### config.mk
export PLATFORM = sky130hd
export DESIGN_NAME = ps2_kbd_tx
export DESIGN_NICKNAME = d
export VERILOG_FILES = /design/src/rtl/ps2_pkg.sv /design/src/rtl/ps2_tx_fifo.sv /design/src/rtl/ps2_kbd_tx.sv
export SDC_FILE = /design/constraint.sdc
export NUM_CORES = 1
export LEC_CHECK = 0
export ABC_AREA = 1
export BUFFER_PORTS_ARGS = -buffer_cell sky130_fd_sc_hd__buf_2
export CAP_MARGIN = 25
export CELL_PAD_IN_SITES_DETAIL_PLACEMENT = 1
export CELL_PAD_IN_SITES_GLOBAL_PLACEMENT = 2
export CORE_MARGIN = 2
export CORE_UTILIZATION = 40
export DETAILED_ROUTE_END_ITERATION = 12
export PLACE_DENSITY_LB_ADDON = 0.08
export SLEW_MARGIN = 25
export SYNTH_ARGS = -nofsm -noshare
export SYNTH_HDL_FRONTEND = slang
export SYNTH_SLANG_ARGS = --single-unit
### constraint.sdc
create_clock -name clk -period 3.3 [get_ports clk]
set_clock_uncertainty 0.2 [all_clocks]
set_input_delay 0.495 -clock clk [delete_from_list [all_inputs] [get_ports clk]]
set_output_delay 0.495 -clock clk [all_outputs]
set_load 0.005 [all_outputs]
### src/rtl/ps2_pkg.sv
// Shared constants, event width and FSM state type for the PS/2 keyboard transmitter.
// Build macro PS2_TX_EXT_EN widens events to {ext, break, scan}.
package ps2_pkg;

  localparam logic [7:0] BREAK_CODE = 8'hF0;
  localparam logic [7:0] EXT_CODE   = 8'hE0;
  localparam int         FRAME_BITS = 11;

`ifdef PS2_TX_EXT_EN
  localparam int EV_W = 10;
`else
  localparam int EV_W = 9;
`endif

  typedef enum logic [1:0] {
    S_IDLE,
    S_LOAD,
    S_SHIFT,
    S_GAP
  } ps2_state_t;

  // Frame is sent LSB first: start(0), data[0..7], odd parity, stop(1).
  function automatic logic [FRAME_BITS-1:0] make_frame(input logic [7:0] b);
    return {1'b1, ~^b, b, 1'b0};
  endfunction

endpackage

### src/rtl/ps2_tx_fifo.sv
// Synchronous event FIFO with count-based flags; a pop frees a slot for a push in the same cycle.
import ps2_pkg::*;

module ps2_tx_fifo #(
  parameter int WIDTH = 9,
  parameter int AW    = 3
) (
  input  logic             clk,
  input  logic             rst,
  input  logic             push,
  input  logic             pop,
  input  logic [WIDTH-1:0] wr_data,
  output logic [WIDTH-1:0] rd_data,
  output logic             empty,
  output logic             full,
  output logic             empty_nxt
);

  localparam int          DEPTH    = 2 ** AW;
  localparam logic [AW:0] FULL_CNT = (AW + 1)'(DEPTH);

  logic [WIDTH-1:0] mem [DEPTH];
  logic [AW-1:0]    wr_ptr;
  logic [AW-1:0]    rd_ptr;
  logic [AW:0]      count;
  logic [AW:0]      count_nxt;
  logic             do_push;
  logic             do_pop;

  assign do_pop  = pop & (count != '0);
  assign do_push = push & ((count != FULL_CNT) | do_pop);

  always_comb begin
    count_nxt = count;
    if (do_push && !do_pop)
      count_nxt = count + 1'b1;
    else if (do_pop && !do_push)
      count_nxt = count - 1'b1;
  end

  assign empty_nxt = (count_nxt == '0);
  assign rd_data   = mem[rd_ptr];

  always_ff @(posedge clk) begin
    if (rst) begin
      wr_ptr <= '0;
      rd_ptr <= '0;
      count  <= '0;
      empty  <= 1'b1;
      full   <= 1'b0;
    end else begin
      if (do_push) wr_ptr <= wr_ptr + 1'b1;
      if (do_pop)  rd_ptr <= rd_ptr + 1'b1;
      count <= count_nxt;
      empty <= (count_nxt == '0);
      full  <= (count_nxt == FULL_CNT);
    end
  end

  always_ff @(posedge clk) begin
    if (do_push) mem[wr_ptr] <= wr_data;
  end

endmodule

### src/rtl/ps2_kbd_tx.sv
// PS/2 keyboard-side transmitter: buffered key events become device-to-host frames.
// Build macro PS2_TX_EXT_EN adds the E0 prefix for extended keys.
//
//   state   | meaning
//   S_IDLE  | lines high, waiting for a buffered event
//   S_LOAD  | pick next byte of the event (E0 / F0 / scan) and latch its frame
//   S_SHIFT | clocking out the 11 frame bits, high phase then low phase per bit
//   S_GAP   | inter-byte idle with both lines high
import ps2_pkg::*;

module ps2_kbd_tx #(
  parameter int HALF_PERIOD = 8,
  parameter int GAP         = 16,
  parameter int FIFO_AW     = 3
) (
  input  logic            clk,
  input  logic            rst,
  input  logic [EV_W-1:0] in_data,
  input  logic            in_valid,
  output logic            in_ready,
  output logic            ps2_clk,
  output logic            ps2_data,
  output logic            busy,
  output logic            byte_done
);

  localparam int                CNT_W    = 16;
  localparam logic [CNT_W-1:0]  HP_LD    = CNT_W'(HALF_PERIOD - 1);
  // LOAD contributes one more idle cycle, so the whole inter-byte gap is GAP cycles.
  localparam logic [CNT_W-1:0]  GAP_LD   = CNT_W'(GAP - 2);
  localparam logic [3:0]        LAST_BIT = 4'(FRAME_BITS - 1);

  ps2_state_t state, state_n;
  logic [CNT_W-1:0]      cnt, cnt_n;
  logic [3:0]            bit_cnt, bit_n;
  logic                  phase_low, phase_n;
  logic [FRAME_BITS-1:0] sh, sh_n;
  logic [7:0]            scan_q, scan_n;
  logic                  pend_ext, ext_n;
  logic                  pend_brk, brk_n;
  logic                  pend_scan, scn_n;
  logic                  clk_n, data_n, done_n, busy_n;
  logic [7:0]            tx_byte;
  logic                  pop;
  logic [EV_W-1:0]       fifo_rd;
  logic                  fifo_empty, fifo_full, fifo_empty_nxt;

  ps2_tx_fifo #(.WIDTH(EV_W), .AW(FIFO_AW)) u_fifo (
    .clk       (clk),
    .rst       (rst),
    .push      (in_valid & in_ready),
    .pop       (pop),
    .wr_data   (in_data),
    .rd_data   (fifo_rd),
    .empty     (fifo_empty),
    .full      (fifo_full),
    .empty_nxt (fifo_empty_nxt)
  );

  assign in_ready = ~fifo_full;

  always_comb begin
    state_n = state;
    cnt_n   = cnt;
    bit_n   = bit_cnt;
    phase_n = phase_low;
    sh_n    = sh;
    scan_n  = scan_q;
    ext_n   = pend_ext;
    brk_n   = pend_brk;
    scn_n   = pend_scan;
    clk_n   = ps2_clk;
    data_n  = ps2_data;
    done_n  = 1'b0;
    pop     = 1'b0;
    tx_byte = '0;
    case (state)
      S_IDLE: begin
        clk_n  = 1'b1;
        data_n = 1'b1;
        if (!fifo_empty) begin
          pop     = 1'b1;
          state_n = S_LOAD;
        end
      end
      S_LOAD: begin
        if (pend_ext) begin
          tx_byte = EXT_CODE;
          ext_n   = 1'b0;
        end else if (pend_brk) begin
          tx_byte = BREAK_CODE;
          brk_n   = 1'b0;
        end else begin
          tx_byte = scan_q;
          scn_n   = 1'b0;
        end
        sh_n    = make_frame(tx_byte);
        clk_n   = 1'b1;
        data_n  = sh_n[0];
        cnt_n   = HP_LD;
        bit_n   = '0;
        phase_n = 1'b0;
        state_n = S_SHIFT;
      end
      S_SHIFT: begin
        if (cnt != '0) begin
          cnt_n = cnt - 1'b1;
        end else if (!phase_low) begin
          phase_n = 1'b1;
          clk_n   = 1'b0;
          cnt_n   = HP_LD;
        end else if (bit_cnt == LAST_BIT) begin
          clk_n   = 1'b1;
          data_n  = 1'b1;
          done_n  = 1'b1;
          cnt_n   = GAP_LD;
          state_n = S_GAP;
        end else begin
          phase_n = 1'b0;
          bit_n   = bit_cnt + 1'b1;
          sh_n    = {1'b1, sh[FRAME_BITS-1:1]};
          clk_n   = 1'b1;
          data_n  = sh[1];
          cnt_n   = HP_LD;
        end
      end
      S_GAP: begin
        if (cnt != '0) begin
          cnt_n = cnt - 1'b1;
        end else if (pend_scan) begin
          state_n = S_LOAD;
        end else if (!fifo_empty) begin
          pop     = 1'b1;
          state_n = S_LOAD;
        end else begin
          state_n = S_IDLE;
        end
      end
      default: state_n = S_IDLE;
    endcase

    if (pop) begin
      scan_n = fifo_rd[7:0];
      brk_n  = fifo_rd[8];
      scn_n  = 1'b1;
`ifdef PS2_TX_EXT_EN
      ext_n  = fifo_rd[9];
`else
      ext_n  = 1'b0;
`endif
    end

    busy_n = (state_n != S_IDLE) | ~fifo_empty_nxt;
  end

  always_ff @(posedge clk) begin
    if (rst) begin
      state     <= S_IDLE;
      cnt       <= '0;
      bit_cnt   <= '0;
      phase_low <= 1'b0;
      sh        <= '0;
      scan_q    <= '0;
      pend_ext  <= 1'b0;
      pend_brk  <= 1'b0;
      pend_scan <= 1'b0;
      ps2_clk   <= 1'b1;
      ps2_data  <= 1'b1;
      busy      <= 1'b0;
      byte_done <= 1'b0;
    end else begin
      state     <= state_n;
      cnt       <= cnt_n;
      bit_cnt   <= bit_n;
      phase_low <= phase_n;
      sh        <= sh_n;
      scan_q    <= scan_n;
      pend_ext  <= ext_n;
      pend_brk  <= brk_n;
      pend_scan <= scn_n;
      ps2_clk   <= clk_n;
      ps2_data  <= data_n;
      busy      <= busy_n;
      byte_done <= done_n;
    end
  end

endmodule
# Word level (Yosys, flattened, before mapping)

Memories as Yosys holds them, arrays and structs flattened. A register that Yosys moved wholly into a read port is not among the register bits.
Cells that the tools add are included.

Register bits: 60
Memory bits (writable): 72
Input bits: 12
Output and inout port bits: 5
Word-level logic and storage cells: 116
Memories: 1

Memories:

| name       | words | bits a word | rd ports | clocked after Yosys merged registers in | write ports | line              | text |
|---|---|---|---|---|---|---|---|
| u_fifo.mem | 8     | 9           | 1        | 1                                       | 1           | ps2_tx_fifo.sv:22 | `logic [WIDTH-1:0] mem [DEPTH];` |

Add/subtract/negate cells: 6
Equal/unequal tests: 11
Muxes and demuxes: 49
Bitwise operators: 9
Reductions and logical operators: 23

Operator list:

| operator                | count |
|---|---|
| $pmux W16 S3            | 1 |
| $mux W11                | 3 |
| $mux W16                | 2 |
| $mux W4                 | 7 |
| $pmux W11 S2            | 1 |
| $mux W1                 | 20 |
| $mux W8                 | 2 |
| $reduce_bool A16 Y1     | 1 |
| $sub A16 B1 Y16 const B | 1 |
| $mux W2                 | 5 |
| $add A4 B1 Y4 const B   | 2 |
| $eq A4 B4 Y1 const B    | 2 |
| $ne A2 B2 Y1 const B    | 4 |
| $pmux W2 S4             | 1 |
| $pmux W4 S2             | 1 |
| $reduce_and A2 Y1       | 4 |
| $reduce_bool A2 Y1      | 4 |
| $reduce_xnor A8 Y1      | 1 |
| $add A3 B1 Y3 const B   | 2 |
| $mux W3                 | 2 |
| $pmux W1 S2             | 3 |
| $reduce_bool A3 Y1      | 2 |
| $eq A2 B2 Y1 const B    | 2 |
| $logic_not A4 Y1        | 1 |
| 16 further kinds        | 24 |

# Depth between registers and ports, before layout

Gate-level depths: netlist (run 1).

Word-level depth: 14
Depth in mapped cells: 17
Mapped depth without buffers: 17

# Hierarchy

From an unflattened synthesis (run 1), not the netlist that was laid out.

Cells, all modules: 693
Area total of the unflattened synthesis: 6,174.7 µm²

Modules (own cells, without submodules):

| module      | instances | cells each | area an instance (µm²) | sequential area each (µm²) |
|---|---|---|---|---|
| ps2_tx_fifo | 1         | 324        | 3,607.2                | 2,462.4 |
| ps2_kbd_tx  | 1         | 369        | 2,567.5                | 940.9 |

# Worst setup path before layout (run 1)

Ideal clock, no wire load.

Path type: register to register
Start: register state[0]
End: memory u_fifo.mem[0][0], enable pin
Library setup time: 0.374 ns
Arrival time: 2.077 ns
Data required time: 2.726 ns
Slack: 0.648 ns
Cell stages (with the launch flop): 10
Path buffers: 0
Period minus slack after synthesis: 2.652 ns
Cell sequence: dfxtp_1 -> inv_1 -> ha_1 -> nor2_1 -> inv_1 -> a21oi_4 -> o21ai_1 -> inv_1 -> nand2_1 -> nor2_1

Word-level cells in the longest chain between the ends: 7
Elaborated cells between the ends (all ways): 8
Those cells by class: eq/ne: 1; mux: 3; bitwise: 3; reduce/logical: 1

Ends and longest elaborated chain:

| element                                                 | line              | text |
|---|---|---|
| from (decl)                                             | ps2_kbd_tx.sv:33  | `ps2_state_t state, state_n;` |
| from (signal assigned)                                  | ps2_kbd_tx.sv:172 | `state <= state_n;` |
| $eq A2 B2 Y1 / $logic_not A2 Y1 (equally long branches) | ps2_kbd_tx.sv:77  | `case (state)` |
| $pmux W1 S2 *                                           | ps2_kbd_tx.sv:77  |  |
| $and A1 B1 Y1 *                                         | ps2_tx_fifo.sv:30 | `assign do_pop = pop & (count != '0);` |
| $or A1 B1 Y1 *                                          | ps2_tx_fifo.sv:31 | `assign do_push = push & ((count != FULL_CNT) \| do_pop);` |
| $and A1 B1 Y1 *                                         | ps2_tx_fifo.sv:31 |  |
| $mux W1 *                                               | ps2_tx_fifo.sv:61 | `if (do_push) mem[wr_ptr] <= wr_data;` |
| $mux W1 (not written as such) *                         | ps2_tx_fifo.sv:61 |  |
| to (decl)                                               | ps2_tx_fifo.sv:22 |  |

Every way passes the cells marked *; elsewhere a longest branch is shown, timed or not.

# Worst setup path in the final report (run 1)

Start: register state[0]
End: memory u_fifo.mem[7][2], enable pin

Same word-level chain as after synthesis.

==> flow_summary.html, run 1 <==
<table>
<tr><th>Metric</th><th>Value</th></tr>
<tr><th colspan="2">Status</th></tr>
<tr><td>Result of the run</td><td>completed</td></tr>
<tr><th colspan="2">Clock network</th></tr>
<tr><td>Resize count post-CTS</td><td>0</td></tr>
<tr><td>Clk root buf</td><td>sky130_fd_sc_hd__clkbuf_16</td></tr>
<tr><td>Hold Buf Count CTS</td><td>0</td></tr>
<tr><td>Maximum count of clock buffers along a single path</td><td>2</td></tr>
<tr><td>Sink count of the clock tree</td><td>134</td></tr>
<tr><td>Total clock buffers created by CTS</td><td>17</td></tr>
<tr><td>Clk pin slew, worst setup/hold paths</td><td>0.06 ns</td></tr>
<tr><td>Clock tree from TritonCTS</td><td>yes</td></tr>
<tr><td>Number of buffers inserted by post-CTS setup repair</td><td>0</td></tr>
<tr><td>Source-to-sink clock delay at the later pin of the worst-skew pair</td><td>0.42 ns</td></tr>
<tr><td>Count of H-tree levels built during CTS</td><td>4</td></tr>
<tr><th colspan="2">Critical path</th></tr>
<tr><td>Crit start category</td><td>flop</td></tr>
<tr><td>Standard cell with the maximum stage delay on the critical path</td><td>sky130_fd_sc_hd__nor2_1</td></tr>
<tr><td>Flop2flop setup slack</td><td>0.44 ns</td></tr>
<tr><td>Crit path capture type</td><td>flop</td></tr>
<tr><td>Endpoint of the worst-slack reg-to-reg timing path</td><td>u_fifo.mem[7][2]</td></tr>
<tr><td>Data arrival, critical path</td><td>2.72 ns</td></tr>
<tr><td>Category of the most critical setup path</td><td>reg2reg</td></tr>
<tr><td>Worst r2r src</td><td>state[0]</td></tr>
<tr><td>Crit path largest cell delay</td><td>0.50 ns</td></tr>
<tr><td>Required @ worst endpoint</td><td>3.15 ns</td></tr>
<tr><td>Cells traversed along the worst timing path</td><td>inv_1, ha_1, nor2_1, inv_1, a21oi_4, o21ai_1, nor2_1, inv_1, nor2_1</td></tr>
<tr><td>Reg2reg path depth</td><td>9</td></tr>
<tr><td>Maximum net fanout on the critical path</td><td>9</td></tr>
<tr><th colspan="2">GRT</th></tr>
<tr><td>Via count of the first global-routing pass</td><td>4521</td></tr>
<tr><td>Total gr overflow</td><td>0</td></tr>
<tr><td>Number of antenna violations at the first check in global routing</td><td>0</td></tr>
<tr><td>Global Route met1 Usage</td><td>26.20%</td></tr>
<tr><td>Met3 Track Usage GR</td><td>4.808%</td></tr>
<tr><td>Met2 layer usage reported by global route</td><td>31.55%</td></tr>
<tr><td>All-layer global routing usage</td><td>19.52%</td></tr>
<tr><td>Wire length of the first global-routing pass</td><td>23920 µm</td></tr>
<tr><td>Maximum number of pins on one net before global-route repair</td><td>29</td></tr>
<tr><td>Routing layer with the top usage in global route</td><td>met2</td></tr>
<tr><th colspan="2">Layout</th></tr>
<tr><td>Core Util, Final</td><td>47.21%</td></tr>
<tr><td>Area occupied by registers</td><td>0.003405 mm²</td></tr>
<tr><td>Area Growth Syn to Fin</td><td>14.66%</td></tr>
<tr><td>Number of antenna diodes</td><td>0</td></tr>
<tr><td>Multi-input gate area</td><td>0.002201 mm²</td></tr>
<tr><td>Post-Layout Inst Area</td><td>0.006888 mm²</td></tr>
<tr><td># nets final</td><td>672</td></tr>
<tr><td>Most common cell after layout, fill and taps aside</td><td>sky130_fd_sc_hd__nand2_1</td></tr>
<tr><td>Non-filler instance count after layout</td><td>843</td></tr>
<tr><td>Most used cells in the layout excluding fill and tap cells</td><td>82 x sky130_fd_sc_hd__nand2_1, 75 x sky130_fd_sc_hd__inv_1, 72 x sky130_fd_sc_hd__edfxtp_1</td></tr>
<tr><td>Fillers</td><td>1632</td></tr>
<tr><td>Fraction of layout cells with a size suffix above 1</td><td>14.72%</td></tr>
<tr><th colspan="2">STA</th></tr>
<tr><td>Number of endpoints failing setup at the final stage</td><td>0</td></tr>
<tr><td>Accumulated negative setup slack</td><td>0 ns</td></tr>
<tr><td>Max-slew headroom at the worst pin</td><td>56.96%</td></tr>
<tr><td>Max Transition Viols Final</td><td>0</td></tr>
<tr><td>Setup repair after global routing missed its margin</td><td>false</td></tr>
<tr><td>Final worst path period need</td><td>2.864 ns</td></tr>
<tr><td>Transition time of the tightest slew-check pin</td><td>0.6432 ns</td></tr>
<tr><td>Final count of hold timing violations</td><td>0</td></tr>
<tr><td>Final Cycle Share</td><td>86.78%</td></tr>
<tr><td>Highest clock frequency the design can meet</td><td>0.3492 GHz</td></tr>
<tr><th colspan="2">Routing</th></tr>
<tr><td>DRT antenna net count</td><td>0</td></tr>
<tr><td>Via Count</td><td>4354</td></tr>
<tr><td>Number of DRC violations after detailed routing</td><td>0</td></tr>
<tr><td>Routed wire length</td><td>14580 µm</td></tr>
<tr><td>Vias per std cell</td><td>5.165</td></tr>
<tr><td>Mean routed wirelength per cell</td><td>17.30 µm</td></tr>
<tr><td>DRT iter0 DRCs</td><td>212</td></tr>
<tr><td>Total iterations of the first detailed-routing run</td><td>4</td></tr>
<tr><th colspan="2">Pwr</th></tr>
<tr><td>Clk pwr share</td><td>31.1%</td></tr>
<tr><td>VDD IR-drop max</td><td>493.2 µV</td></tr>
<tr><td>Comb pwr share</td><td>31.3%</td></tr>
<tr><td>Power spent charging and discharging nets</td><td>0.002197 W</td></tr>
<tr><td>Total design power</td><td>0.005897 W</td></tr>
<tr><td>Proportion of total power due to net switching</td><td>37.26%</td></tr>
<tr><td>Cell leakage power</td><td>2.668 nW</td></tr>
<tr><td>Power Internal</td><td>0.003700 W</td></tr>
<tr><td>Sequential fraction of design power</td><td>37.7%</td></tr>
<tr><td>Pwr/cell area</td><td>856.2 mW/mm²</td></tr>
<tr><th colspan="2">Floorplan</th></tr>
<tr><td>Starting density of the core</td><td>41.17%</td></tr>
<tr><td>Site row count</td><td>44</td></tr>
<tr><td>Die span in x</td><td>126.5 µm</td></tr>
<tr><td>Area of the placeable core</td><td>0.01459 mm²</td></tr>
<tr><td>Die ar.</td><td>0.01601 mm²</td></tr>
<tr><td>Chip height</td><td>126.5 µm</td></tr>
<tr><td>Count of boundary I/O pins</td><td>17</td></tr>
<tr><th colspan="2">Placement</th></tr>
<tr><td>Count of buffers inserted at the top-level ports</td><td>16</td></tr>
<tr><td>HPWL after DPL</td><td>10430 µm</td></tr>
<tr><td>Placed cell count</td><td>812</td></tr>
<tr><td>Cell area after placement</td><td>0.006326 mm²</td></tr>
<tr><td>Weighted congestion at the end of routability-driven global placement</td><td>0.7681</td></tr>
<tr><th colspan="2">Synthesis</th></tr>
<tr><td>Distinct cell type count of the synthesized netlist</td><td>40</td></tr>
<tr><td>Post-Syn Nets</td><td>644</td></tr>
<tr><td>Mean instance size in the synthesized netlist</td><td>9.704 µm²</td></tr>
<tr><td>Number of synthesized register bits</td><td>134</td></tr>
<tr><td>Sequential cell area fraction in the yosys report</td><td>56.65%</td></tr>
<tr><td>Netlist Area Pre-Place</td><td>0.006007 mm²</td></tr>
<tr><td>Share of the synthesized area in the top cell type</td><td>35.99%</td></tr>
<tr><td>Cell accounting for the most synthesized area</td><td>sky130_fd_sc_hd__edfxtp_1</td></tr>
<tr><td>Cells after synthesis</td><td>619</td></tr>
<tr><td>Ranking of synthesized cells by area</td><td>sky130_fd_sc_hd__edfxtp_1 36%, sky130_fd_sc_hd__dfxtp_1 21%, sky130_fd_sc_hd__o21ai_0 5.6%, sky130_fd_sc_hd__nand2_1 5.1%, sky130_fd_sc_hd__inv_1 4.7%</td></tr>
<tr><td>Count of synthesis-stage warnings from yosys</td><td>0</td></tr>
<tr><th colspan="2">Hold path</th></tr>
<tr><td>Cell depth of the worst min-delay path</td><td>1</td></tr>
<tr><td>Hold crit path type</td><td>in2reg</td></tr>
<tr><td>Destination of the worst hold path</td><td>u_fifo.mem[5][0]</td></tr>
<tr><td>Hold Path Origin</td><td>in_data[0]</td></tr>
<tr><th colspan="2">Run</th></tr>
<tr><td>Max-Cap Viols</td><td>0</td></tr>
</table>
[critical path, delay by kind of cell, from the launching register on]
family | cells | cell delay, ns
AND/OR/NAND/NOR | 3 | 0.91
flip-flops | 1 | 0.42
buffers and inverters | 3 | 0.35
adder cells (fa/ha/maj) | 1 | 0.31
AO/OA/AOI/OAI | 2 | 0.30
[cells in the mapped netlist, drive strengths merged]
master / instances
clkbuf: 12
a41oi: 1
buf: 8
ha: 13
mux2i: 16
xor2: 8
inv: 80
nor3: 7
mux2: 2
o211ai: 8
edfxtp: 72
nor4: 1
xnor2: 2
nor2: 52
dfxtp: 62
nand3: 24
a21oi: 58
a311oi: 1
nor3b: 1
nand2: 93
o21ai: 70
clkinv: 2
nand4: 8
a31oi: 8
a211oi: 10
[cell families (layout without fill, tap and decap cells)]
group	count (synthesis)	after routing	synth area share (%)
compound gates	156	156	14.41
mux	18	18	3.041
fa+ha+maj	13	13	2.708
xor+xnor	10	10	1.458
simple gates	186	186	15.02
flops	134	134	56.65
buf+inv	102	142	6.707
[flip-flops by register name, summed over array words and instances (netlist names), 2 cells and up, named ones only]
| register | cells |
|---|---|
| state | 2 |
| bit_cnt | 4 |
| cnt | 16 |
| scan_q | 8 |
| sh | 10 |
| u_fifo.rd_ptr | 3 |
| u_fifo.count | 4 |
| u_fifo.mem | 72 |
| u_fifo.wr_ptr | 3 |
[through the flow]
stage / hold slack [ns] / setup slack (ns)
after global routing: 0.2010 / 0.1605
after CTS: 0.1901 / 0.4358
final: 0.1997 / 0.4361
after detailed placement: 0.2627 / 0.4560
after floorplan: 0.2359 / 0.6484
after global placement: 0.2590 / 0.5719
[power by group through the flow]
stage | clock network (W) | logic, W | registers [W]
after floorplan | 0 | 0.00147 | 0.00218
after detailed placement | 0 | 0.00187 | 0.00226
after global placement | 0 | 0.00182 | 0.00224
after CTS | 0.00187 | 0.00188 | 0.00222
after global routing | 0.00194 | 0.00212 | 0.00226
final | 0.00183 | 0.00184 | 0.00222
[layout make-up]
| class | count | share of cell area (%) |
|---|---|---|
| clock inverter | 14 | 1.980 |
| inverter | 82 | 4.541 |
| clock buffer | 17 | 6.176 |
| sequential | 134 | 49.43 |
| multi-input combinational | 383 | 31.95 |
| tap | 184 | 3.342 |
| timing repair buffer | 29 | 2.579 |
[routing by layer]
layer	vias up	wire length, µm
met2	37	6893
met1	2132	7241
met5	-	0
met4	0	104
li1	2176	-
met3	9	341
[how the worst max path moves through the flow]
stage | cells after the start | slack (ns) | start | endpoint
detailed placement | 9 | 0.46 | state[0] | u_fifo.mem[7][8]
floorplan | 9 | 0.65 | state[0] | u_fifo.mem[0][0]
global placement | 9 | 0.57 | state[0] | u_fifo.mem[7][1]
CTS | 9 | 0.44 | state[0] | u_fifo.mem[7][2]
global route | 9 | 0.16 | state[0] | u_fifo.mem[7][4]
finish | 9 | 0.44 | state[0] | u_fifo.mem[7][2]
Power figures use the tool's default switching activity.
==> run 2: changes to the inputs <==
--- a/config.mk
+++ b/config.mk
@@ -11,7 +11,8 @@
 export CELL_PAD_IN_SITES_DETAIL_PLACEMENT = 1
 export CELL_PAD_IN_SITES_GLOBAL_PLACEMENT = 2
 export CORE_MARGIN = 2
-export CORE_UTILIZATION = 40
+export CORE_UTILIZATION = 42
+export CTS_BUF_LIST = sky130_fd_sc_hd__clkbuf_4 sky130_fd_sc_hd__clkbuf_8
 export DETAILED_ROUTE_END_ITERATION = 12
 export PLACE_DENSITY_LB_ADDON = 0.08
 export SLEW_MARGIN = 25
==> run 2 against run 1 <==
  * Non-clock buffer count did not move
  * Combinational power is essentially flat
  * Die area fell by 4.6%
==> flow_summary.html, run 2 (synthesis results as in run 1) <==
<table>
<tr><th>Metric</th><th>Value</th></tr>
<tr><th colspan="2">Status</th></tr>
<tr><td>Result of the run</td><td>completed (unchanged)</td></tr>
<tr><th colspan="2">GRT</th></tr>
<tr><td>Via count of the first global-routing pass</td><td>4364 (was 4521)</td></tr>
<tr><td>Wire length of the first global-routing pass</td><td>23290 µm (was 23920 µm)</td></tr>
<tr><td>Number of antenna violations at the first check in global routing</td><td>0 (unchanged)</td></tr>
<tr><td>All-layer global routing usage</td><td>20.43% (was 19.52%)</td></tr>
<tr><td>Maximum number of pins on one net before global-route repair</td><td>40 (was 29)</td></tr>
<tr><td>Total gr overflow</td><td>0 (unchanged)</td></tr>
<tr><th colspan="2">Hold path</th></tr>
<tr><td>Destination of the worst hold path</td><td>u_fifo.mem[1][6] (was u_fifo.mem[5][0])</td></tr>
<tr><td>Hold Path Origin</td><td>in_data[6] (was in_data[0])</td></tr>
<tr><td>Cell depth of the worst min-delay path</td><td>1 (unchanged)</td></tr>
<tr><td>Hold crit path type</td><td>in2reg (unchanged)</td></tr>
<tr><th colspan="2">Routing</th></tr>
<tr><td>Mean routed wirelength per cell</td><td>17.06 µm (was 17.30 µm)</td></tr>
<tr><td>Total iterations of the first detailed-routing run</td><td>4 (unchanged)</td></tr>
<tr><td>Routed wire length</td><td>14300 µm (was 14580 µm)</td></tr>
<tr><td>DRT iter0 DRCs</td><td>204 (was 212)</td></tr>
<tr><td>Vias per std cell</td><td>5.129 (was 5.165)</td></tr>
<tr><td>Number of DRC violations after detailed routing</td><td>0 (unchanged)</td></tr>
<tr><td>Via Count</td><td>4298 (was 4354)</td></tr>
<tr><td>DRT antenna net count</td><td>0 (unchanged)</td></tr>
<tr><th colspan="2">Layout</th></tr>
<tr><td>Fillers</td><td>1604 (was 1632)</td></tr>
<tr><td>Flip-flop count of the largest register, all copies and words added</td><td>72 (unchanged)</td></tr>
<tr><td># nets final</td><td>672 (unchanged)</td></tr>
<tr><td>Top Registers</td><td>u_fifo.mem x72, cnt x16, sh x10 (unchanged)</td></tr>
<tr><td>Register with the highest flop count</td><td>u_fifo.mem (unchanged)</td></tr>
<tr><td>Area Growth Syn to Fin</td><td>11.19% (was 14.66%)</td></tr>
<tr><td>Number of antenna diodes</td><td>0 (unchanged)</td></tr>
<tr><td>Most used cells in the layout excluding fill and tap cells</td><td>82 x sky130_fd_sc_hd__nand2_1, 75 x sky130_fd_sc_hd__inv_1, 72 x sky130_fd_sc_hd__edfxtp_1 (unchanged)</td></tr>
<tr><td>Fraction of layout cells with a size suffix above 1</td><td>14.74% (was 14.72%)</td></tr>
<tr><td>Most common cell after layout, fill and taps aside</td><td>sky130_fd_sc_hd__nand2_1 (unchanged)</td></tr>
<tr><th colspan="2">Pwr</th></tr>
<tr><td>Clk pwr share</td><td>24.0% (was 31.1%)</td></tr>
<tr><td>Cell leakage power</td><td>2.568 nW (was 2.668 nW)</td></tr>
<tr><td>Proportion of total power due to net switching</td><td>39.31% (was 37.26%)</td></tr>
<tr><td>Power spent charging and discharging nets</td><td>0.002099 W (was 0.002197 W)</td></tr>
<tr><td>Power Internal</td><td>0.003240 W (was 0.003700 W)</td></tr>
<tr><td>Total design power</td><td>0.005339 W (was 0.005897 W)</td></tr>
<tr><td>Comb pwr share</td><td>34.4% (was 31.3%)</td></tr>
<tr><td>Sequential fraction of design power</td><td>41.6% (was 37.7%)</td></tr>
<tr><td>Pwr/cell area</td><td>799.4 mW/mm² (was 856.2 mW/mm²)</td></tr>
<tr><td>VDD IR-drop max</td><td>518.6 µV (was 493.2 µV)</td></tr>
<tr><th colspan="2">STA</th></tr>
<tr><td>Accumulated negative setup slack</td><td>0 ns (unchanged)</td></tr>
<tr><td>Final count of hold timing violations</td><td>0 (unchanged)</td></tr>
<tr><td>Number of endpoints failing setup at the final stage</td><td>0 (unchanged)</td></tr>
<tr><td>Final worst path period need</td><td>2.912 ns (was 2.864 ns)</td></tr>
<tr><td>Final Cycle Share</td><td>88.25% (was 86.78%)</td></tr>
<tr><td>Max Transition Viols Final</td><td>0 (unchanged)</td></tr>
<tr><td>Transition time of the tightest slew-check pin</td><td>0.7785 ns (was 0.6432 ns)</td></tr>
<tr><td>Highest clock frequency the design can meet</td><td>0.3434 GHz (was 0.3492 GHz)</td></tr>
<tr><td>Setup repair after global routing missed its margin</td><td>false (unchanged)</td></tr>
<tr><td>Max-slew headroom at the worst pin</td><td>48.10% (was 56.96%)</td></tr>
<tr><td>Fin Hold WS</td><td>0.1695 ns (was 0.1997 ns)</td></tr>
<tr><th colspan="2">Critical path</th></tr>
<tr><td>Data arrival, critical path</td><td>2.79 ns (was 2.72 ns)</td></tr>
<tr><td>Reg2reg path depth</td><td>9 (unchanged)</td></tr>
<tr><td>Crit path capture type</td><td>flop (unchanged)</td></tr>
<tr><td>Category of the most critical setup path</td><td>reg2reg (unchanged)</td></tr>
<tr><td>Endpoint of the worst-slack reg-to-reg timing path</td><td>u_fifo.mem[5][7] (was u_fifo.mem[7][2])</td></tr>
<tr><td>Worst r2r src</td><td>state[0] (unchanged)</td></tr>
<tr><td>Crit start category</td><td>flop (unchanged)</td></tr>
<tr><td>Flop2flop setup slack</td><td>0.39 ns (was 0.44 ns)</td></tr>
<tr><td>Required @ worst endpoint</td><td>3.18 ns (was 3.15 ns)</td></tr>
<tr><td>Maximum net fanout on the critical path</td><td>9 (unchanged)</td></tr>
<tr><th colspan="2">Floorplan</th></tr>
<tr><td>Chip height</td><td>123.6 µm (was 126.5 µm)</td></tr>
<tr><td>Site row count</td><td>43 (was 44)</td></tr>
<tr><td>Die span in x</td><td>123.6 µm (was 126.5 µm)</td></tr>
<tr><td>Starting density of the core</td><td>43.11% (was 41.17%)</td></tr>
<tr><td>Count of boundary I/O pins</td><td>17 (unchanged)</td></tr>
<tr><td>Die ar.</td><td>0.01527 mm² (was 0.01601 mm²)</td></tr>
<tr><td>Area of the placeable core</td><td>0.01393 mm² (was 0.01459 mm²)</td></tr>
<tr><th colspan="2">Placement</th></tr>
<tr><td>Count of buffers inserted at the top-level ports</td><td>16 (unchanged)</td></tr>
<tr><td>HPWL after DPL</td><td>10320 µm (was 10430 µm)</td></tr>
<tr><td>Weighted congestion at the end of routability-driven global placement</td><td>0.8164 (was 0.7681)</td></tr>
<tr><th colspan="2">Clock network</th></tr>
<tr><td>Number of buffers inserted by post-CTS setup repair</td><td>0 (unchanged)</td></tr>
<tr><td>Clk pin slew, worst setup/hold paths</td><td>0.08 ns (was 0.06 ns)</td></tr>
<tr><td>Count of H-tree levels built during CTS</td><td>4 (unchanged)</td></tr>
<tr><td>Hold Buf Count CTS</td><td>0 (unchanged)</td></tr>
<tr><td>Maximum count of clock buffers along a single path</td><td>2 (unchanged)</td></tr>
<tr><td>Source-to-sink clock delay at the later pin of the worst-skew pair</td><td>0.44 ns (was 0.42 ns)</td></tr>
<tr><td>Total clock buffers created by CTS</td><td>17 (unchanged)</td></tr>
<tr><td>Clock tree from TritonCTS</td><td>yes (unchanged)</td></tr>
<tr><td>Sink count of the clock tree</td><td>134 (unchanged)</td></tr>
<tr><td>Clk root buf</td><td>sky130_fd_sc_hd__clkbuf_8 (was sky130_fd_sc_hd__clkbuf_16)</td></tr>
<tr><td>Resize count post-CTS</td><td>0 (unchanged)</td></tr>
<tr><th colspan="2">Run</th></tr>
<tr><td>Max-Cap Viols</td><td>0 (unchanged)</td></tr>
</table>
==> run 2: power groups by stage <==
stage	combinational (W)	clock, W	sequential [W]
after floorplan	0.00147	0	0.00218
after global placement	0.00181	0	0.00225
after detailed placement	0.00186	0	0.00226
after CTS	0.00186	0.00132	0.00223
after global routing	0.00209	0.00138	0.00227
final	0.00184	0.00128	0.00222
==> run 2: through the flow <==
stage          cells  utilization, %  instance area (µm²)  worst slack [ns]
2_1_floorplan    619               -                 6007            0.6484
3_3_place_gp     808           45.36                 6321            0.5545
3_5_place_dp     808           45.36                 6321            0.3799
4_1_cts          838           47.93                 6679            0.3721
5_1_grt          838           47.93                 6679            0.1606
6_report         838           47.93                 6679            0.3876
==> run 2: how the worst max path moves through the flow <==
stage,start,endpoint,cells past startpoint
after floorplan,state[0],u_fifo.mem[0][0],9
after global placement,state[0],u_fifo.mem[5][3],9
final,state[0],u_fifo.mem[5][7],9
after detailed placement,state[0],u_fifo.mem[5][7],9
after global routing,state[0],u_fifo.mem[5][7],9
after CTS,state[0],u_fifo.mem[5][7],9
==> run 2: routing by layer <==
metal  vias to the layer above  wire, µm  global-route usage [%]
li1                       2169         -                       -
met1                      2062      6893                   28.08
met2                        60      6827                   32.55
met3                         7       467                   4.670
met4                         0       111                   5.611
met5                         -         0                       0
==> run 2: worst max-delay path, cell delays in order (launching register included) <==
cell                      delay (ns)
sky130_fd_sc_hd__dfxtp_1        0.43
sky130_fd_sc_hd__inv_1          0.14
sky130_fd_sc_hd__ha_1           0.31
sky130_fd_sc_hd__nor2_1         0.28
sky130_fd_sc_hd__inv_1          0.13
sky130_fd_sc_hd__a21oi_4        0.14
sky130_fd_sc_hd__o21ai_1        0.14
sky130_fd_sc_hd__nor2_1         0.12
sky130_fd_sc_hd__inv_1          0.08
sky130_fd_sc_hd__nor2_1         0.57
==> run 2: cell type report <==
class	count	area (µm²)	share of cell area, %
Clock buffer	17	234.0	3.503
Inverter	82	312.8	4.683
Clock inverter	13	123.9	1.855
Sequential cell	134	3405	50.97
Timing Repair Buffer	29	177.7	2.660
Tap cell	180	225.2	3.372
Multi-Input combinational cell	383	2201	32.95
==> run 3: changes to the inputs <==
--- a/config.mk
+++ b/config.mk
@@ -14,7 +14,8 @@
 export CORE_UTILIZATION = 42
 export CTS_BUF_LIST = sky130_fd_sc_hd__clkbuf_4 sky130_fd_sc_hd__clkbuf_8
 export DETAILED_ROUTE_END_ITERATION = 12
-export PLACE_DENSITY_LB_ADDON = 0.08
+export GPL_ROUTABILITY_DRIVEN = 0
+export PLACE_DENSITY_LB_ADDON = 0.1
 export SLEW_MARGIN = 25
 export SYNTH_ARGS = -nofsm -noshare
 export SYNTH_HDL_FRONTEND = slang
==> run 3 against run 2 <==
  * Flip-flop and latch count unchanged
  * Sequential power barely moved
  * First-iteration DRC count grew 26%
  * Die area is the same
  * Global-route usage up 0.075 points
  * Register-to-register slack better by 0.05 ns
  * Worst setup slack better by 0.049 ns
  * Critical path depth stayed put
  * Maximum frequency grew 1.7%
  * Total power up 1.0%
  * Hold slack got worse by 0.041 ns
  * Sequential share of layout area down 0.16 points
==> flow_summary.html, run 3 (synthesis results as in run 1) <==
<table>
<tr><th>Metric</th><th>Value</th></tr>
<tr><th colspan="2">Clock network</th></tr>
<tr><td>Hold Buf Count CTS</td><td>0 (unchanged)</td></tr>
<tr><td>Clk pin slew, worst setup/hold paths</td><td>0.09 ns (was 0.08 ns)</td></tr>
<tr><td>Total clock buffers created by CTS</td><td>17 (unchanged)</td></tr>
<tr><td>Clk root buf</td><td>sky130_fd_sc_hd__clkbuf_8 (unchanged)</td></tr>
<tr><td>Resize count post-CTS</td><td>0 (unchanged)</td></tr>
<tr><td>Maximum count of clock buffers along a single path</td><td>2 (unchanged)</td></tr>
<tr><td>Count of H-tree levels built during CTS</td><td>4 (unchanged)</td></tr>
<tr><td>Number of buffers inserted by post-CTS setup repair</td><td>0 (unchanged)</td></tr>
<tr><td>Sink count of the clock tree</td><td>134 (unchanged)</td></tr>
<tr><td>Clock tree from TritonCTS</td><td>yes (unchanged)</td></tr>
<tr><td>Source-to-sink clock delay at the later pin of the worst-skew pair</td><td>0.46 ns (was 0.44 ns)</td></tr>
<tr><th colspan="2">Hold path</th></tr>
<tr><td>Hold crit path type</td><td>in2reg (unchanged)</td></tr>
<tr><th colspan="2">Placement</th></tr>
<tr><td>Count of buffers inserted at the top-level ports</td><td>16 (unchanged)</td></tr>
<tr><td>Worst setup timing slack at the placement stage</td><td>0.4194 ns (was 0.3799 ns)</td></tr>
<tr><td>HPWL after DPL</td><td>10350 µm (was 10320 µm)</td></tr>
<tr><th colspan="2">Layout</th></tr>
<tr><td>Most common cell after layout, fill and taps aside</td><td>sky130_fd_sc_hd__nand2_1 (unchanged)</td></tr>
<tr><td>Top Registers</td><td>u_fifo.mem x72, cnt x16, sh x10 (unchanged)</td></tr>
<tr><td>Number of antenna diodes</td><td>0 (unchanged)</td></tr>
<tr><td>Flip-flop count of the largest register, all copies and words added</td><td>72 (unchanged)</td></tr>
<tr><td>Most used cells in the layout excluding fill and tap cells</td><td>82 x sky130_fd_sc_hd__nand2_1, 75 x sky130_fd_sc_hd__inv_1, 72 x sky130_fd_sc_hd__edfxtp_1 (unchanged)</td></tr>
<tr><td>Area Growth Syn to Fin</td><td>11.54% (was 11.19%)</td></tr>
<tr><td>Register with the highest flop count</td><td>u_fifo.mem (unchanged)</td></tr>
<tr><td>Fillers</td><td>1574 (was 1604)</td></tr>
<tr><td>Fraction of layout cells with a size suffix above 1</td><td>14.85% (was 14.74%)</td></tr>
<tr><td># nets final</td><td>672 (unchanged)</td></tr>
<tr><th colspan="2">GRT</th></tr>
<tr><td>All-layer global routing usage</td><td>20.50% (was 20.43%)</td></tr>
<tr><td>Wire length of the first global-routing pass</td><td>23060 µm (was 23290 µm)</td></tr>
<tr><td>Total gr overflow</td><td>0 (unchanged)</td></tr>
<tr><td>Number of antenna violations at the first check in global routing</td><td>0 (unchanged)</td></tr>
<tr><td>Maximum number of pins on one net before global-route repair</td><td>27 (was 40)</td></tr>
<tr><td>Via count of the first global-routing pass</td><td>4403 (was 4364)</td></tr>
<tr><th colspan="2">STA</th></tr>
<tr><td>Setup repair after global routing missed its margin</td><td>false (unchanged)</td></tr>
<tr><td>Max-slew headroom at the worst pin</td><td>52.82% (was 48.10%)</td></tr>
<tr><td>Final worst path period need</td><td>2.864 ns (was 2.912 ns)</td></tr>
<tr><td>Minimum setup slack in the final design</td><td>0.4364 ns (was 0.3876 ns)</td></tr>
<tr><td>Highest clock frequency the design can meet</td><td>0.3492 GHz (was 0.3434 GHz)</td></tr>
<tr><td>Max Transition Viols Final</td><td>0 (unchanged)</td></tr>
<tr><td>Final count of hold timing violations</td><td>0 (unchanged)</td></tr>
<tr><td>Final Cycle Share</td><td>86.78% (was 88.25%)</td></tr>
<tr><td>Number of endpoints failing setup at the final stage</td><td>0 (unchanged)</td></tr>
<tr><td>Accumulated negative setup slack</td><td>0 ns (unchanged)</td></tr>
<tr><td>Transition time of the tightest slew-check pin</td><td>0.7051 ns (was 0.7785 ns)</td></tr>
<tr><th colspan="2">Routing</th></tr>
<tr><td>DRT iter0 DRCs</td><td>257 (was 204)</td></tr>
<tr><td>Via Count</td><td>4284 (was 4298)</td></tr>
<tr><td>Vias per std cell</td><td>5.100 (was 5.129)</td></tr>
<tr><td>Number of DRC violations after detailed routing</td><td>0 (unchanged)</td></tr>
<tr><td>Mean routed wirelength per cell</td><td>16.90 µm (was 17.06 µm)</td></tr>
<tr><td>Total iterations of the first detailed-routing run</td><td>4 (unchanged)</td></tr>
<tr><td>Routed wire length</td><td>14200 µm (was 14300 µm)</td></tr>
<tr><td>DRT antenna net count</td><td>0 (unchanged)</td></tr>
<tr><th colspan="2">Floorplan</th></tr>
<tr><td>Chip height</td><td>123.6 µm (unchanged)</td></tr>
<tr><td>Die span in x</td><td>123.6 µm (unchanged)</td></tr>
<tr><td>Count of boundary I/O pins</td><td>17 (unchanged)</td></tr>
<tr><td>Site row count</td><td>43 (unchanged)</td></tr>
<tr><td>Area of the placeable core</td><td>0.01393 mm² (unchanged)</td></tr>
<tr><td>Die ar.</td><td>0.01527 mm² (unchanged)</td></tr>
<tr><td>Starting density of the core</td><td>43.11% (unchanged)</td></tr>
<tr><th colspan="2">Pwr</th></tr>
<tr><td>Sequential fraction of design power</td><td>41.1% (was 41.6%)</td></tr>
<tr><td>Comb pwr share</td><td>34.2% (was 34.4%)</td></tr>
<tr><td>Power Internal</td><td>0.003269 W (was 0.003240 W)</td></tr>
<tr><td>VDD IR-drop max</td><td>341.3 µV (was 518.6 µV)</td></tr>
<tr><td>Clk pwr share</td><td>24.6% (was 24.0%)</td></tr>
<tr><td>Proportion of total power due to net switching</td><td>39.38% (was 39.31%)</td></tr>
<tr><td>Power spent charging and discharging nets</td><td>0.002124 W (was 0.002099 W)</td></tr>
<tr><td>Pwr/cell area</td><td>804.9 mW/mm² (was 799.4 mW/mm²)</td></tr>
<tr><td>Cell leakage power</td><td>2.583 nW (was 2.568 nW)</td></tr>
<tr><th colspan="2">Critical path</th></tr>
<tr><td>Reg2reg path depth</td><td>9 (unchanged)</td></tr>
<tr><td>Crit path capture type</td><td>flop (unchanged)</td></tr>
<tr><td>Crit start category</td><td>flop (unchanged)</td></tr>
<tr><td>Worst setup path end</td><td>u_fifo.mem[7][1] (was u_fifo.mem[5][7])</td></tr>
<tr><td>Flop2flop setup slack</td><td>0.44 ns (was 0.39 ns)</td></tr>
<tr><td>Crit path largest cell delay</td><td>0.55 ns (was 0.57 ns)</td></tr>
<tr><td>Cells traversed along the worst timing path</td><td>inv_1, ha_1, nor2_1, inv_1, a21oi_4, o21ai_1, nor2_1, inv_1, nor2_1 (unchanged)</td></tr>
<tr><td>Endpoint of the worst-slack reg-to-reg timing path</td><td>u_fifo.mem[7][1] (was u_fifo.mem[5][7])</td></tr>
<tr><td>Crit. path cell count</td><td>9 (unchanged)</td></tr>
<tr><td>Launching element of the worst setup path</td><td>state[0] (unchanged)</td></tr>
<tr><td>Maximum net fanout on the critical path</td><td>9 (unchanged)</td></tr>
<tr><td>Category of the most critical setup path</td><td>reg2reg (unchanged)</td></tr>
<tr><td>Worst r2r src</td><td>state[0] (unchanged)</td></tr>
<tr><td>Cell type group with the largest total delay on the critical path</td><td>simple AND/OR/NAND/NOR gates (unchanged)</td></tr>
<tr><td>Data arrival, critical path</td><td>2.76 ns (was 2.79 ns)</td></tr>
<tr><td>Standard cell with the maximum stage delay on the critical path</td><td>sky130_fd_sc_hd__nor2_1 (unchanged)</td></tr>
<tr><td>CP bufs+invs</td><td>3 (unchanged)</td></tr>
<tr><td>Required @ worst endpoint</td><td>3.19 ns (was 3.18 ns)</td></tr>
<tr><th colspan="2">Status</th></tr>
<tr><td>Result of the run</td><td>completed (unchanged)</td></tr>
<tr><th colspan="2">Run</th></tr>
<tr><td>Max-Cap Viols</td><td>0 (unchanged)</td></tr>
</table>
## run 3: cell count changes in the layout (fill, tap and decap cells not counted)
| cell | delta |
|---|---|
| sky130_fd_sc_hd__clkinv_1 | +1 |
| sky130_fd_sc_hd__clkbuf_4 | +1 |
| sky130_fd_sc_hd__clkinv_2 | -1 |
| sky130_fd_sc_hd__clkinv_4 | -2 |
| sky130_fd_sc_hd__clkinvlp_2 | -1 |
| sky130_fd_sc_hd__inv_6 | +3 |
| sky130_fd_sc_hd__inv_8 | +1 |
## run 3: layout make-up
type	count	area (µm²)	area share (%)
Inverter	82	312.8	4.669
Multi-Input combinational cell	383	2201	32.85
Timing Repair Buffer	29	177.7	2.652
Clock inverter	14	137.6	2.054
Sequential cell	134	3405	50.81
Tap cell	180	225.2	3.361
Clock buffer	18	241.5	3.604
## run 3: layer usage
metal | global-route usage (%) | vias up | part of all wire, %
met2 | 32.25 | 42 | 48
met4 | 7.599 | 0 | 1.5
met1 | 27.64 | 2046 | 48
li1 | - | 2176 | -
met5 | 0 | - | 0
met3 | 4.853 | 20 | 3.2
## run 3: power groups by stage
stage	logic, W	clock network, W	registers (W)
after floorplan	0.00147	0	0.00218
after global placement	0.00181	0	0.00224
after detailed placement	0.00187	0	0.00226
after CTS	0.00188	0.00136	0.00222
after global routing	0.00211	0.00143	0.00226
final	0.00185	0.00133	0.00222
## run 3: metrics by stage
stage / cells / utilization (%) / hold slack (ns) / power [W] / area (µm²)
floorplan: 619 / - / 0.2359 / 0.003659 / 6007
global placement: 808 / 45.36 / 0.2621 / 0.004055 / 6321
detailed placement: 808 / 45.36 / 0.2683 / 0.004121 / 6321
CTS: 840 / 48.08 / 0.1161 / 0.005462 / 6700
global route: 840 / 48.08 / 0.1191 / 0.005800 / 6700
finish: 840 / 48.08 / 0.1283 / 0.005393 / 6700
## run 3: worst min-delay path by stage
stage               startpoint                to  slack [ns]  depth (start not counted)
finish              in_data[5]  u_fifo.mem[0][5]        0.13                          1
global route        in_data[5]  u_fifo.mem[0][5]        0.12                          1
CTS                 in_data[5]  u_fifo.mem[0][5]        0.12                          1
detailed placement       sh[9]             sh[8]        0.27                          2
global placement         sh[4]             sh[3]        0.26                          2
floorplan               sh[10]            sh[10]        0.24                          2
